`src/rtl/btb_update_scheduler_if.sv`:
```
`default_nettype none
// +----------------------------------------------------------------------------+
// | Module   : btb_update_scheduler_if                                         |
// | Purpose  : Requester, flush and BTB-write signal bundle for the scheduler. |
// | Revision : 1.0  initial release                                            |
// +----------------------------------------------------------------------------+
interface btb_update_scheduler_if #(
   parameter int WORD_W = 32,
   parameter int DEPTH  = 4
);
   localparam int CNT_W = $clog2(DEPTH) + 1;

   logic              ihit;
   logic              req0_valid;
   logic [WORD_W-1:0] req0_pc;
   logic [WORD_W-1:0] req0_target;
   logic              req0_taken;
   logic              req0_ready;
   logic              req1_valid;
   logic [WORD_W-1:0] req1_pc;
   logic [WORD_W-1:0] req1_target;
   logic              req1_taken;
   logic              req1_ready;
   logic              flush_req;
   logic              flush_busy;
   logic              upd_valid;
   logic [WORD_W-1:0] upd_pc;
   logic [WORD_W-1:0] upd_target;
   logic              upd_taken;
   logic [CNT_W-1:0]  fifo_count;

   // master: branch-resolution / BTB environment; slave: the scheduler itself
   modport master (
      output ihit,
      output req0_valid, req0_pc, req0_target, req0_taken,
      output req1_valid, req1_pc, req1_target, req1_taken,
      output flush_req,
      input  req0_ready, req1_ready, flush_busy,
      input  upd_valid, upd_pc, upd_target, upd_taken, fifo_count
   );

   modport slave (
      input  ihit,
      input  req0_valid, req0_pc, req0_target, req0_taken,
      input  req1_valid, req1_pc, req1_target, req1_taken,
      input  flush_req,
      output req0_ready, req1_ready, flush_busy,
      output upd_valid, upd_pc, upd_target, upd_taken, fifo_count
   );
endinterface
`default_nettype wire

```
`src/rtl/btb_update_scheduler.sv`:
```
`default_nettype none
// +----------------------------------------------------------------------------+
// | Module   : btb_update_scheduler                                            |
// | Purpose  : Two-requester BTB update FIFO drained on ihit, plus a full-     |
// |            table invalidate sweep on flush. BTB_UPD_STATS_EN adds counters.|
// | Revision : 1.0  initial release                                            |
// +----------------------------------------------------------------------------+
module btb_update_scheduler #(
   parameter int WORD_W      = 32,
   parameter int DEPTH       = 4,
   parameter int BUFFER_SIZE = 256,
   parameter int IDX_SIZE    = 8
) (
   input  logic CLK,
   input  logic RST,
   btb_update_scheduler_if.slave bus
`ifdef BTB_UPD_STATS_EN
   ,
   output logic [15:0] stat_updates,
   output logic [15:0] stat_stalls
`endif
);

   localparam int PTR_W = $clog2(DEPTH);
   localparam int CNT_W = PTR_W + 1;
   localparam logic [CNT_W-1:0]    C_DEPTH    = CNT_W'(DEPTH);
   localparam logic [IDX_SIZE-1:0] C_LAST_IDX = IDX_SIZE'(BUFFER_SIZE - 1);

   typedef enum logic [1:0] {
      ST_IDLE  = 2'd0,
      ST_DRAIN = 2'd1,
      ST_SWEEP = 2'd2
   } state_t;

   state_t r_state;
   state_t w_state_next;

   logic [WORD_W-1:0]   r_pc_mem  [DEPTH];
   logic [WORD_W-1:0]   r_tgt_mem [DEPTH];
   logic [DEPTH-1:0]    r_tk_mem;
   logic [PTR_W-1:0]    r_wr_ptr;
   logic [PTR_W-1:0]    r_rd_ptr;
   logic [CNT_W-1:0]    r_count;
   logic [IDX_SIZE-1:0] r_idx;

   logic                w_sweep;
   logic [CNT_W-1:0]    w_free;
   logic                w_ready0;
   logic                w_ready1;
   logic                w_push0;
   logic                w_push1;
   logic                w_fifo_valid;
   logic                w_pop;
   logic                w_flush;
   logic                w_sweep_last;
   logic [CNT_W-1:0]    w_count_next;
   logic [PTR_W-1:0]    w_wr_ptr1;
   logic [WORD_W-1:0]   w_sweep_pc;

   assign w_sweep      = (r_state == ST_SWEEP);
   assign w_free       = C_DEPTH - r_count;
   assign w_ready0     = !w_sweep && (w_free != '0);
   // req1 may take the last slot only when req0 is not competing for it
   assign w_ready1     = !w_sweep && ((w_free >= CNT_W'(2)) ||
                                      ((w_free == CNT_W'(1)) && !bus.req0_valid));
   assign w_push0      = bus.req0_valid && w_ready0;
   assign w_push1      = bus.req1_valid && w_ready1;
   assign w_fifo_valid = !w_sweep && (r_count != '0);
   assign w_pop        = w_fifo_valid && bus.ihit;
   assign w_flush      = bus.flush_req && !w_sweep;
   assign w_sweep_last = w_sweep && bus.ihit && (r_idx == C_LAST_IDX);
   assign w_count_next = r_count + CNT_W'(w_push0) + CNT_W'(w_push1) - CNT_W'(w_pop);
   assign w_wr_ptr1    = r_wr_ptr + PTR_W'(w_push0);
   assign w_sweep_pc   = WORD_W'({r_idx, 2'b00});

   assign bus.req0_ready = w_ready0;
   assign bus.req1_ready = w_ready1;
   assign bus.flush_busy = w_sweep;
   assign bus.fifo_count = r_count;

   always_ff @(posedge CLK or posedge RST) begin
      if (RST) begin
         r_state <= ST_IDLE;
      end else begin
         r_state <= w_state_next;
      end
   end

   always_comb begin
      w_state_next   = r_state;
      bus.upd_valid  = 1'b0;
      bus.upd_pc     = r_pc_mem[r_rd_ptr];
      bus.upd_target = r_tgt_mem[r_rd_ptr];
      bus.upd_taken  = r_tk_mem[r_rd_ptr];
      case (r_state)
         ST_IDLE, ST_DRAIN: begin
            bus.upd_valid = w_fifo_valid;
            if (w_flush) begin
               w_state_next = ST_SWEEP;
            end else if (w_count_next != '0) begin
               w_state_next = ST_DRAIN;
            end else begin
               w_state_next = ST_IDLE;
            end
         end
         ST_SWEEP: begin
            bus.upd_valid  = 1'b1;
            bus.upd_pc     = w_sweep_pc;
            bus.upd_target = '0;
            bus.upd_taken  = 1'b0;
            if (w_sweep_last) begin
               w_state_next = ST_IDLE;
            end
         end
         default: begin
            w_state_next = ST_IDLE;
         end
      endcase
   end

   // Flush drops every queued entry, including anything pushed in the same cycle
   always_ff @(posedge CLK or posedge RST) begin
      if (RST) begin
         r_wr_ptr <= '0;
         r_rd_ptr <= '0;
         r_count  <= '0;
      end else if (w_flush) begin
         r_wr_ptr <= '0;
         r_rd_ptr <= '0;
         r_count  <= '0;
      end else begin
         r_wr_ptr <= r_wr_ptr + PTR_W'(w_push0) + PTR_W'(w_push1);
         if (w_pop) begin
            r_rd_ptr <= r_rd_ptr + PTR_W'(1);
         end
         r_count <= w_count_next;
      end
   end

   always_ff @(posedge CLK or posedge RST) begin
      if (RST) begin
         r_idx <= '0;
      end else if (w_sweep && bus.ihit) begin
         r_idx <= w_sweep_last ? '0 : (r_idx + IDX_SIZE'(1));
      end
   end

   always_ff @(posedge CLK) begin
      if (w_push0) begin
         r_pc_mem[r_wr_ptr]  <= bus.req0_pc;
         r_tgt_mem[r_wr_ptr] <= bus.req0_target;
         r_tk_mem[r_wr_ptr]  <= bus.req0_taken;
      end
      if (w_push1) begin
         r_pc_mem[w_wr_ptr1]  <= bus.req1_pc;
         r_tgt_mem[w_wr_ptr1] <= bus.req1_target;
         r_tk_mem[w_wr_ptr1]  <= bus.req1_taken;
      end
   end

`ifdef BTB_UPD_STATS_EN
   logic [15:0] r_stat_updates;
   logic [15:0] r_stat_stalls;
   logic        w_stall;

   assign w_stall = (bus.req0_valid && !w_ready0) || (bus.req1_valid && !w_ready1);

   always_ff @(posedge CLK or posedge RST) begin
      if (RST) begin
         r_stat_updates <= '0;
         r_stat_stalls  <= '0;
      end else if (bus.flush_req) begin
         r_stat_updates <= '0;
         r_stat_stalls  <= '0;
      end else begin
         if (w_pop && (r_stat_updates != 16'hFFFF)) begin
            r_stat_updates <= r_stat_updates + 16'd1;
         end
         if (w_stall && (r_stat_stalls != 16'hFFFF)) begin
            r_stat_stalls <= r_stat_stalls + 16'd1;
         end
      end
   end

   assign stat_updates = r_stat_updates;
   assign stat_stalls  = r_stat_stalls;
`endif

endmodule
`default_nettype wire

```
`src/flat_wrapper.sv`:
```
// flat-port wrapper written by rule: the top's interface ports become plain ports
module btb_update_scheduler_flat 
#(
   parameter int WORD_W      = 32,
   parameter int DEPTH       = 4,
   parameter int BUFFER_SIZE = 256,
   parameter int IDX_SIZE    = 8
)
  (CLK, RST, bus_ihit, bus_req0_valid, bus_req0_pc, bus_req0_target, bus_req0_taken, bus_req1_valid, bus_req1_pc, bus_req1_target, bus_req1_taken, bus_flush_req, bus_req0_ready, bus_req1_ready, bus_flush_busy, bus_upd_valid, bus_upd_pc, bus_upd_target, bus_upd_taken, bus_fifo_count);
  btb_update_scheduler_if #(.WORD_W(WORD_W), .DEPTH(DEPTH)) bus_i ();
  input  logic CLK;
  input  logic RST;
  input wire logic [$bits(bus_i.ihit)-1:0] bus_ihit;
  input wire logic [$bits(bus_i.req0_valid)-1:0] bus_req0_valid;
  input wire logic [$bits(bus_i.req0_pc)-1:0] bus_req0_pc;
  input wire logic [$bits(bus_i.req0_target)-1:0] bus_req0_target;
  input wire logic [$bits(bus_i.req0_taken)-1:0] bus_req0_taken;
  input wire logic [$bits(bus_i.req1_valid)-1:0] bus_req1_valid;
  input wire logic [$bits(bus_i.req1_pc)-1:0] bus_req1_pc;
  input wire logic [$bits(bus_i.req1_target)-1:0] bus_req1_target;
  input wire logic [$bits(bus_i.req1_taken)-1:0] bus_req1_taken;
  input wire logic [$bits(bus_i.flush_req)-1:0] bus_flush_req;
  output wire logic [$bits(bus_i.req0_ready)-1:0] bus_req0_ready;
  output wire logic [$bits(bus_i.req1_ready)-1:0] bus_req1_ready;
  output wire logic [$bits(bus_i.flush_busy)-1:0] bus_flush_busy;
  output wire logic [$bits(bus_i.upd_valid)-1:0] bus_upd_valid;
  output wire logic [$bits(bus_i.upd_pc)-1:0] bus_upd_pc;
  output wire logic [$bits(bus_i.upd_target)-1:0] bus_upd_target;
  output wire logic [$bits(bus_i.upd_taken)-1:0] bus_upd_taken;
  output wire logic [$bits(bus_i.fifo_count)-1:0] bus_fifo_count;
  assign bus_i.ihit = bus_ihit;
  assign bus_i.req0_valid = bus_req0_valid;
  assign bus_i.req0_pc = bus_req0_pc;
  assign bus_i.req0_target = bus_req0_target;
  assign bus_i.req0_taken = bus_req0_taken;
  assign bus_i.req1_valid = bus_req1_valid;
  assign bus_i.req1_pc = bus_req1_pc;
  assign bus_i.req1_target = bus_req1_target;
  assign bus_i.req1_taken = bus_req1_taken;
  assign bus_i.flush_req = bus_flush_req;
  assign bus_req0_ready = bus_i.req0_ready;
  assign bus_req1_ready = bus_i.req1_ready;
  assign bus_flush_busy = bus_i.flush_busy;
  assign bus_upd_valid = bus_i.upd_valid;
  assign bus_upd_pc = bus_i.upd_pc;
  assign bus_upd_target = bus_i.upd_target;
  assign bus_upd_taken = bus_i.upd_taken;
  assign bus_fifo_count = bus_i.fifo_count;
  btb_update_scheduler #(.WORD_W(WORD_W), .DEPTH(DEPTH), .BUFFER_SIZE(BUFFER_SIZE), .IDX_SIZE(IDX_SIZE)) u_core (.CLK(CLK), .RST(RST), .bus(bus_i));
endmodule
```
`config.mk`:
```
export PLATFORM = sky130hd
export DESIGN_NAME = btb_update_scheduler_flat
export DESIGN_NICKNAME = d
export VERILOG_FILES = /design/src/rtl/btb_update_scheduler_if.sv /design/src/rtl/btb_update_scheduler.sv /design/src/flat_wrapper.sv
export SDC_FILE = /design/constraint.sdc
export NUM_CORES = 1
export LEC_CHECK = 0
export BUFFER_PORTS_ARGS = -buffer_cell sky130_fd_sc_hd__buf_2
export CAP_MARGIN = 10
export CORE_MARGIN = 2
export CORE_UTILIZATION = 58
export DETAILED_ROUTE_END_ITERATION = 10
export GPL_TIMING_DRIVEN = 0
export PLACE_DENSITY = 0.87
export REMOVE_ABC_BUFFERS = 1
export SLEW_MARGIN = 20
export SYNTH_ARGS = -nofsm -noshare
export SYNTH_HDL_FRONTEND = slang
export SYNTH_SLANG_ARGS = --single-unit
```
`constraint.sdc`:
```
create_clock -name CLK -period 4.9 [get_ports CLK]
set_clock_uncertainty 0.2 [all_clocks]
set_input_delay 1.47 -clock CLK [delete_from_list [all_inputs] [get_ports CLK]]
set_output_delay 1.47 -clock CLK [all_outputs]
set_load 0.005 [all_outputs]
```
==> impl_metrics.csv <==
group,metric,value,unit
status,run_status,"complete, no violations",
logic_synthesis,ys_ff_latch,277,
logic_synthesis,synth_area_leaders,"edfxtp_1 (54%), mux2_2 (15%), mux4_2 (10%)",
timing,slew_viol_final,0,
route,ant_nets,0,
setup_path,required,4.99,ns
logic_synthesis,synthFlopType,"edfxtp_1",
clock_tree,cts_hold_buf,0,
global_routing,gr-usage-all-layers,24.3,%
clock_tree,cts_setup_buffers,0,
finish,design_area,16900,um^2
setup_path,crit_buf_inv,6,
clock_tree,cts_tree,"done",
timing,rsz0062_at_grt,"no",
route,dr.pass1.iters,5,
timing,worst_slew_pin_slew,0.798,ns
logic_synthesis,synth_edf_count,256,
timing,hold_viol_final,0,
logic_synthesis,syn-instance-count,830,
floorplan,fp.coreArea,24300,um^2
place,port_buffers,207,
logic_synthesis,async_flop_share,6.14,%
pwr,peakVddDrop,0.481,mV
timing,setup_viol,0,
finish,nets,1191,
route,wl_met3,1910,um
global_routing,grt_max_degree,43,
floorplan,die_y,161,um
pwr,power_leakage,0.00645,uW
finish,layout_commonest_cell,"edfxtp_1",
setup_path,arrival,4.41,ns
hold_path,hold_depth,1,
pwr,power,9780,uW
setup_path,worstSetupStartpointType,"input pin",
timing,setup_tns,0,ns
setup_path,slowest_stage,"nor3_2",
logic_synthesis,synth_area_per_cell,17.3,um^2
timing,period_share,88.2,%
finish,final_cell_mix,"edfxtp_1 (256), buf_2 (207), mux2_2 (187)",
route,num_vias,8225,
logic_synthesis,synth_top_area_share,53.6,%
route,drcViolationCount,0,
timing,fmax,0.231,GHz
setup_path,crit_chain,"buf_2 > nor2b_1 > and2_1 > ha_1 > xor2_1 > nor3_2 > buf_4 > buf_4 > buf_4 > buf_4 > buf_4 > mux2_2",
floorplan,ioPinCount,208,
clock_tree,clk_path_buf_depth,3,
setup_path,cp_common_cell,"buf_4",
route,drt_iter0_drc,573,
setup_path,critPathTopFamily,"buffers and inverters",
finish,syn_to_final_growth,17.7,%
route,routedWlPerCell,22.6,um
finish,drive_gt1_share,58.1,%
setup_path,crit_cells,12,
logic_synthesis,syn-cell-area,14300,um^2
logic_synthesis,yosysTopAreaCell,"edfxtp_1",
place,dp.final_hpwl,19900,um
clock_tree,clk_transition_reported_paths,0.06,ns
flow_run,cap_violations,0,
place,gp_congestion,0.810,
route,highest_layer,"met5",
clock_tree,clock_sinks,277,
setup_path,crit_type,"in2reg",
route,met1_length,12900,um
timing,min_period,4.32,ns
global_routing,overflow,0,
setup_path,r2r_cells,14,
clock_tree,clk_latency,0.54,ns
floorplan,fp.dieW,161,um
route,avgViaCountPerCell,5.90,
setup_path,end_kind,"flip-flop",
clock_tree,htreeDepth,1,
setup_path,worstPathMaxFanout,9,
hold_path,hp-class,"reg2reg",
place,placed_area,15900,um^2
logic_synthesis,synth_cell_types,39,
route,routed_wl,31500,um
pwr,power.density,580,nW/um^2
floorplan,num_rows,57,
global_routing,grt_pass1_vias,8827,
setup_path,max_stage_delay,0.43,ns
clock_tree,numCtsBuffers,29,
timing,relSlewSlack,46.3,%
logic_synthesis,yosysWarnings,0,
logic_synthesis,yosysSeqAreaShare,57.2,%
finish,post-route-util,69.3,%
clock_tree,post_cts_resized,0,
global_routing,antenna_found_initial,3,
floorplan,initial_utilization,58.9,%
route,wl_met2,16000,um
clock_tree,cts-root-buf,"clkbuf_16",
floorplan,dieArea,26000,um^2
global_routing,grt_pass1_wl,48800,um
-- worst paths after layout --
check                                    startpoint                 endpoint  slack [ns]
hold reg to reg                     u_core.r_idx[7]          u_core.r_idx[7]        0.29
setup reg to reg           u_core.bus.fifo_count[1]  u_core.r_tgt_mem[1][26]        0.63
hold / removal                      u_core.r_idx[7]          u_core.r_idx[7]        0.29
setup / recovery                     bus_req0_valid  u_core.r_tgt_mem[1][26]        0.58
max in group asynchronous                       RST       u_core.r_rd_ptr[0]        3.18
min in group asynchronous                       RST          u_core.r_idx[2]        0.82
-- sequential cells by signal, summed over array words and instances (netlist names) --
signal and flops:
u_core.bus.fifo_count 3, u_core.r_wr_ptr 2, u_core.r_tk_mem 4, u_core.r_state 2
u_core.r_tgt_mem 128, u_core.r_pc_mem 128, u_core.r_rd_ptr 2, u_core.r_idx 8
-- metrics by stage --
step	std cells	hold slack, ns	setup WS [ns]
6_report	1393	0.289	0.580
5_1_grt	1390	0.335	0.454
4_1_cts	1390	0.289	0.562
3_5_place_dp	1337	0.283	0.0532
3_3_place_gp	1308	0.267	-9.68
2_1_floorplan	777	0.245	-4.21
-- cell type report --
cell class / instances / area [um^2]
inverter: 9 / 33.8
tap: 324 / 405
clock buffer: 42 / 815
sequential: 277 / 8200
multi-input combinational: 491 / 5840
clock inverter: 11 / 125
antenna: 3 / 7.51
fill: 1604 / 7460
timing repair buffer: 236 / 1430
-- worst reg2reg max path, cell delays in order (launching register included) --
cell and delay (ns):
dfrtp_1 0.50, inv_1 0.08, ha_1 0.21, ha_1 0.20, nor2b_1 0.35, and2_1 0.24
ha_1 0.24, xor2_1 0.15, nor3_2 0.43, buf_4 0.26, buf_4 0.21, buf_4 0.18
buf_4 0.18, buf_4 0.22, mux2_2 0.37
-- synthesized netlist by cell type, drive strengths merged (4+ instances only) --
cell type	number
and2	59
buf	37
clkbuf	16
dfrtp	17
dfxtp	4
edfxtp	256
ha	9
inv	9
mux2	265
mux4	65
nand2	28
nand3	6
nor2	15
nor3	4
xnor2	10
-- layer usage --
| metal | up-vias | global-route usage, % |
|---|---|---|
| met5 | - | 0 |
| met4 | 2 | 6.74 |
| met3 | 56 | 4.93 |
| met2 | 271 | 42.2 |
| met1 | 4204 | 31.4 |
| li1 | 3692 | - |
-- cells by family after synthesis --
family | share of synthesized area [%]
mux | 33.2
flops | 57.2
simple gates | 5.17
buf+inv | 2.37
xor+xnor | 0.733
fa+ha+maj | 1.07
compound gates | 0.332
-- report_power, final --
part	internal, uW	switching, uW	total, uW	leakage [uW]
Sequential	3500	287	3790	0.00259
Clock	1300	871	2170	0.000461
Combinational	1960	1870	3830	0.00340
Power figures use the tool's default switching activity.
